## config.mk

```make
export PLATFORM = sky130hd
export DESIGN_NAME = lsu
export DESIGN_NICKNAME = d
export VERILOG_FILES = /design/src/rtl/lsu.sv
export SDC_FILE = /design/constraint.sdc
export NUM_CORES = 1
export LEC_CHECK = 0
export BUFFER_PORTS_ARGS = -buffer_cell sky130_fd_sc_hd__buf_2
export CORE_MARGIN = 2
export CORE_UTILIZATION = 55
export CTS_CLUSTER_DIAMETER = 150
export DETAILED_ROUTE_END_ITERATION = 6
export PLACE_DENSITY = 0.86
export SLEW_MARGIN = 0
export SYNTH_ARGS = -nofsm -noshare
export SYNTH_HDL_FRONTEND = slang
export SYNTH_SLANG_ARGS = --single-unit
export TNS_END_PERCENT = 5
```

## constraint.sdc

```tcl
create_clock -name clk -period 4.2 [get_ports clk]
set_input_delay 0.63 -clock clk [delete_from_list [all_inputs] [get_ports clk]]
set_output_delay 0.63 -clock clk [all_outputs]
set_load 0.01 [all_outputs]
```

## src/rtl/lsu.sv

```systemverilog
// Load/store unit: initiator for the 256x32 data RAM, read-modify-write for sub-word stores.
// Build option LSU_MISALIGN_TRAP_EN: misaligned half/word accesses respond with resp_err instead of aligning.
module lsu (
  input  logic        clk,
  input  logic        rst_n,
  input  logic        req_valid,
  output logic        req_ready,
  input  logic        req_we,
  input  logic [1:0]  req_size,
  input  logic        req_unsigned,
  input  logic [31:0] req_addr,
  input  logic [31:0] req_wdata,
  output logic        resp_valid,
  output logic [31:0] resp_rdata,
  output logic        resp_err,
  output logic [7:0]  ram_raddr,
  input  logic [31:0] ram_rdata,
  output logic [7:0]  ram_waddr,
  output logic [31:0] ram_wdata,
  output logic        ram_wen
);

  localparam int unsigned XLEN = 32;
  localparam int unsigned IDXW = 8;
  localparam int unsigned HALF = 16;
  localparam int unsigned BYTE = 8;

  typedef enum logic [2:0] {IDLE, LOAD, MERGE, WRITE, RESP} state_e;

  state_e            state_q, state_d;
  logic [IDXW-1:0]   idx_q, idx_d;
  logic [1:0]        off_q, off_d;
  logic [1:0]        size_q, size_d;
  logic              uns_q, uns_d;
  logic [HALF-1:0]   wdata_q, wdata_d;
  logic [XLEN-1:0]   wbuf_q, wbuf_d;
  logic [XLEN-1:0]   rdata_q, rdata_d;
  logic              err_q, err_d;

  logic              misalign_c;
  logic [BYTE-1:0]   lane_b;
  logic [HALF-1:0]   lane_h;
  logic [XLEN-1:0]   load_c;
  logic [XLEN-1:0]   merge_c;
  logic              unused_addr;

  assign unused_addr = ^req_addr[31:10];

`ifdef LSU_MISALIGN_TRAP_EN
  assign misalign_c = ((req_size == 2'd1) && req_addr[0]) ||
                      (req_size[1] && (req_addr[1:0] != 2'b00));
`else
  assign misalign_c = 1'b0;
`endif

  // Lane extraction for loads and lane insertion for sub-word stores.
  always_comb begin
    lane_b = ram_rdata[{off_q, 3'b000} +: BYTE];
    lane_h = ram_rdata[{off_q[1], 4'b0000} +: HALF];
    case (size_q)
      2'd0:    load_c = uns_q ? {{(XLEN-BYTE){1'b0}}, lane_b}
                              : {{(XLEN-BYTE){lane_b[BYTE-1]}}, lane_b};
      2'd1:    load_c = uns_q ? {{(XLEN-HALF){1'b0}}, lane_h}
                              : {{(XLEN-HALF){lane_h[HALF-1]}}, lane_h};
      default: load_c = ram_rdata;
    endcase
    merge_c = ram_rdata;
    if (size_q == 2'd0) merge_c[{off_q, 3'b000} +: BYTE] = wdata_q[BYTE-1:0];
    else                merge_c[{off_q[1], 4'b0000} +: HALF] = wdata_q;
  end

  // Next-state and datapath capture.
  always_comb begin
    state_d = state_q;
    idx_d   = idx_q;
    off_d   = off_q;
    size_d  = size_q;
    uns_d   = uns_q;
    wdata_d = wdata_q;
    wbuf_d  = wbuf_q;
    rdata_d = rdata_q;
    err_d   = err_q;
    case (state_q)
      IDLE: begin
        if (req_valid) begin
          idx_d   = req_addr[9:2];
          off_d   = req_addr[1:0];
          size_d  = req_size;
          uns_d   = req_unsigned;
          wdata_d = req_wdata[HALF-1:0];
          rdata_d = '0;
          err_d   = misalign_c;
          if (misalign_c) begin
            state_d = RESP;
          end else if (!req_we) begin
            state_d = LOAD;
          end else if (req_size[1]) begin
            wbuf_d  = req_wdata;
            state_d = WRITE;
          end else begin
            state_d = MERGE;
          end
        end
      end
      LOAD: begin
        rdata_d = load_c;
        state_d = RESP;
      end
      MERGE: begin
        wbuf_d  = merge_c;
        state_d = WRITE;
      end
      WRITE:   state_d = RESP;
      RESP:    state_d = IDLE;
      default: state_d = IDLE;
    endcase
  end

  always_ff @(posedge clk or negedge rst_n) begin
    if (!rst_n) state_q <= IDLE;
    else        state_q <= state_d;
  end

  always_ff @(posedge clk or negedge rst_n) begin
    if (!rst_n) begin
      idx_q   <= '0;
      off_q   <= '0;
      size_q  <= '0;
      uns_q   <= 1'b0;
      wdata_q <= '0;
      wbuf_q  <= '0;
      rdata_q <= '0;
      err_q   <= 1'b0;
    end else begin
      idx_q   <= idx_d;
      off_q   <= off_d;
      size_q  <= size_d;
      uns_q   <= uns_d;
      wdata_q <= wdata_d;
      wbuf_q  <= wbuf_d;
      rdata_q <= rdata_d;
      err_q   <= err_d;
    end
  end

  // Handshake and write strobe decode straight from the state register.
  assign req_ready  = (state_q == IDLE);
  assign resp_valid = (state_q == RESP);
  assign ram_wen    = (state_q == WRITE);
  assign resp_rdata = rdata_q;
  assign resp_err   = err_q;
  assign ram_raddr  = idx_q;
  assign ram_waddr  = idx_q;
  assign ram_wdata  = wbuf_q;

endmodule
```

==> results summary <==
The critical-path maximum fanout is 70. Dividing the detail-routed via count by the number of cells gives between 6 and 7. The number of warnings printed during yosys synthesis came out at 0. The run finished with clean final reports. At the end of the flow, the number of nets in the layout was 869. The highest cell delay on the worst timing path came out at 0.66 ns. For this run, the leading register cell type out of synthesis is sky130_fd_sc_hd__dfrtp_1.

The sum of net half-perimeters after detailed placement came out at 12500 um. The synthesized netlist occupies a cell area of 5620 sq um. The x dimension of the die is ~110 um. The number of standard cells after synthesis is roughly 640. The first-pass GRT wire length came out at 27200 um. The count of antenna-violating nets left after detailed routing is 0. Together, buffers and inverters on the worst path number 1. The worst pin sits at a relative slew slack of 32.7%. Entering global routing, the biggest net connects 73 pins. The internal power summed over all cells is 2.86 mW. The clock period minus final worst setup slack came out at 2.58 ns. The peak supply drop came out at 360 uV. The number of fill cells in the layout is 822.

The area of the core region came out at between 9000 and 10000 sq um. The standard-cell row count is 36. The worst hold slack across all endpoints is just under 0.4 ns. The count of clock tree sinks came out at 96.

Detailed routing inserted a total of 5507 vias. The total wire length is 17000 um. The cell area after placement came out at 6320 sq um. The part of the power in registers came out at 32.7%. Post-CTS timing repair inserted 0 buffers for setup. The top cell types in the final layout, fill and taps aside, are sky130_fd_sc_hd__buf_2 (162), sky130_fd_sc_hd__nand2_1 (148), sky130_fd_sc_hd__dfrtp_1 (95). The final non-filler cell area is between 6000 and 7000 sq um. The async set-or-reset flop fraction in the synthesized netlist is 100%. The number of cells on the worst reg-to-reg path came out at 5. The post-route netlist has 26.8% of its cells at a drive strength greater than 1. The area growth from synthesis to layout came out at 16.9%. The sum of overflow across all layers after global routing is 0. STA classifies the critical path endpoint as a register.

The average footprint of a synthesized cell came out at 8.75 sq um. The number of hold violations in the final report is 0. In this run, synthesis inferred 0 flip-flops with an integrated enable. The slowest cell on the critical path is sky130_fd_sc_hd__nor4_4. Buffers inserted to repair hold after CTS numbered 0.

The clock group share of total power is a little over an eighth. The leading cell type in the layout, fill and taps excluded is sky130_fd_sc_hd__buf_2. Clock-pin slew was measured on the worst setup and hold paths at roughly 0.09 ns.

In the routed design, unresolved DRC markers number 0. The count of different cell masters after synthesis came out at 46. Summed over all nets, the switching power comes to 2.49 mW. The share of the synthesized area in compound gates (AO/OA/AOI/OAI) came out at 24.3%. The average wire per standard cell is 19.0 um.

The worst setup path is launched from a register. The number of nets produced by synthesis is 750. The maximum clock path buffer count is 2. After synthesis, the largest family of logic cells by area is compound AO/OA/AOI/OAI gates. The leakage power total is about 3.2 nW. Summing the areas of all and, or, nand and nor instances in the mapped netlist gives a little under a fifth of the synthesized area.

The worst-margin pin slew is 1.00 ns. Routability-driven placement finished with a final weighted congestion of approximately 0.9. The part of the power in combinational logic is 53.9%. After routing, the total negative slack on setup checks comes to 0 ns. The quantity of I/O buffers inserted on ports is approximately 160. The depth of the critical timing path with buffers and inverters included is 5. The number of pins exceeding their max-slew limit in the final report came out at 0. Before antenna repair, the detailed router went through 5 iterations. After Yosys synthesis, XOR and XNOR cells account for 0% of the synthesized area. The TritonCTS clock tree is built. The initial cell density of the core came out at roughly 57%. The final number of setup-violating endpoints came out at 0. Timing would allow up to 388 MHz.

The number of antenna diodes in the final layout is 0. The root buffer cell chosen for the clock tree is sky130_fd_sc_hd__clkbuf_8. The count of H-tree levels built during CTS is 3. The clock latency on the worst-skew pair is between 0.3 and 0.4 ns.

Measured along the y axis, the die boundary spans 105 um. Sequential cells were found to cover 42.8% of the synthesized design area. The worst setup skew after layout is ~0.0064 ns. The switching power share of the total is 46.6%.

The number of DRC violations after detailed-routing iteration 0 is 570. The adder and majority cell fraction of the synthesized area came out at around 1.1%. Setup repair after global routing left no endpoint under its margin.

The data arrival time of the worst path came out at approximately 2.9 ns. The die area came out at 11000 sq um. The min-delay analysis places its worst path in the category in -> async. The count of max-cap constraint violations is 0. The family with the most delay on the worst path is simple AND/OR/NAND/NOR gates. The critical path is of the reg -> reg type. The ratio of final minimum period to clock period came out at 61.4%. The count of boundary I/O pins came out at around 190. The fraction of synthesized area in multiplexers came out at 4.19%. The register bit total from synthesis came out at 96.

The critical path goes through buf_4 -> mux2_4 -> mux2i_4 -> nor4_4 -> a221o_1. The CTS buffer count came out at 9. The initial antenna violation count was 0. The number of global-route vias before repair came out at 5176.

The post-cts gate resize count is 0. The required time reported for the critical path endpoint is ~4.5 ns. For this design the ratio of total power to cell area is about 800 nW/um^2.

The total routing resource utilization after global routing is 31.3%.
==> synth_stat cells (2+ instances only) <==
cell type / count / share of area, %
sky130_fd_sc_hd__dfrtp_1: 96 / 43
sky130_fd_sc_hd__nand2b_1: 4 / 0.45
sky130_fd_sc_hd__mux2_4: 2 / 0.53
sky130_fd_sc_hd__nor3b_1: 2 / 0.27
sky130_fd_sc_hd__a31oi_1: 6 / 0.67
sky130_fd_sc_hd__o21ai_1: 11 / 0.98
sky130_fd_sc_hd__clkbuf_1: 26 / 1.7
sky130_fd_sc_hd__nor2_2: 2 / 0.22
sky130_fd_sc_hd__nand2_1: 148 / 9.9
sky130_fd_sc_hd__nor3_1: 2 / 0.18
sky130_fd_sc_hd__o211ai_1: 16 / 2.1
sky130_fd_sc_hd__a32o_1: 7 / 1.2
sky130_fd_sc_hd__a221o_1: 24 / 4.3
sky130_fd_sc_hd__ha_1: 5 / 1.1
sky130_fd_sc_hd__nor3_2: 3 / 0.53
sky130_fd_sc_hd__nand3_1: 10 / 0.89
sky130_fd_sc_hd__buf_4: 13 / 1.7
sky130_fd_sc_hd__mux2i_1: 16 / 2.9
sky130_fd_sc_hd__and2b_2: 2 / 0.31
sky130_fd_sc_hd__a21boi_0: 3 / 0.40
sky130_fd_sc_hd__nand3b_1: 2 / 0.27
sky130_fd_sc_hd__o221ai_1: 24 / 3.7
sky130_fd_sc_hd__a32oi_1: 24 / 3.7
sky130_fd_sc_hd__o21ai_0: 17 / 1.5
sky130_fd_sc_hd__a211oi_1: 8 / 1.1
sky130_fd_sc_hd__buf_6: 5 / 1.0
sky130_fd_sc_hd__or3b_1: 8 / 1.2
sky130_fd_sc_hd__nor2_1: 43 / 2.9
sky130_fd_sc_hd__and2_1: 3 / 0.33
sky130_fd_sc_hd__a21oi_1: 37 / 3.3
sky130_fd_sc_hd__inv_1: 35 / 2.3
sky130_fd_sc_hd__a221oi_1: 7 / 1.1
sky130_fd_sc_hd__buf_2: 18 / 1.6
==> layout make-up <==
class	instances	area, sq um	share of cell area (%)
clock buffer	12	165	2.52
clock inverter	4	75.1	1.14
inverter	36	135	2.06
multi-input combinational	446	2730	41.6
sequential	96	2400	36.6
tap	133	166	2.53
timing repair buffer	172	886	13.5
==> through the flow <==
stage	utilization [%]	worst slack (ns)	cells	total power, mW
finish	66.6	1.62	899	5.34
global route	66.6	1.41	899	5.72
CTS	66.6	1.65	899	5.32
detailed placement	64.1	1.67	883	4.59
global placement	64.1	1.75	883	4.50
floorplan	-	2.40	642	3.81
==> cell families (layout without fill, tap and decap cells) <==
| family | count (synthesis) | count (layout) |
|---|---|---|
| compound gates | 185 | 185 |
| fa+ha+maj | 5 | 5 |
| buf+inv | 100 | 224 |
| flops | 96 | 96 |
| mux | 20 | 20 |
| other cells | 1 | 1 |
| simple gates | 235 | 235 |
==> metal layers <==
layer,vias to the layer above,track usage (%),routed length (um)
li1,2530,-,-
met1,2614,43.5,7100
met2,324,46.8,7700
met3,39,7.49,1730
met4,0,13.5,505
met5,-,0,0
==> final timing paths <==
check / end / slack (ns) / from
min in group clk: ram_raddr[4] / 0.45 / req_addr[6]
max in group asynchronous: wdata_q[4] / 2.95 / rst_n
worst max-delay path: resp_rdata[22] / 1.62 / off_q[1]
worst min-delay path: resp_rdata[19] / 0.39 / rst_n
worst min register to register: ram_raddr[0] / 0.50 / ram_raddr[0]
worst max register to register: resp_rdata[22] / 1.62 / off_q[1]
==> registers in the layout, indices dropped and copies added (netlist names) <==
name        cells
off_q           2
size_q          2
state_q         3
resp_rdata     32
ram_raddr       8
wdata_q        16
ram_wdata      32
uns_q           1
==> power by group through the flow <==
| stage | Combinational (mW) | Sequential, mW | Clock, mW |
|---|---|---|---|
| floorplan | 2.07 | 1.74 | 0 |
| global route | 3.16 | 1.79 | 0.766 |
| finish | 2.88 | 1.75 | 0.716 |
| global placement | 2.77 | 1.72 | 0 |
| detailed placement | 2.84 | 1.75 | 0 |
| CTS | 2.86 | 1.74 | 0.725 |
Power figures use the tool's default switching activity.
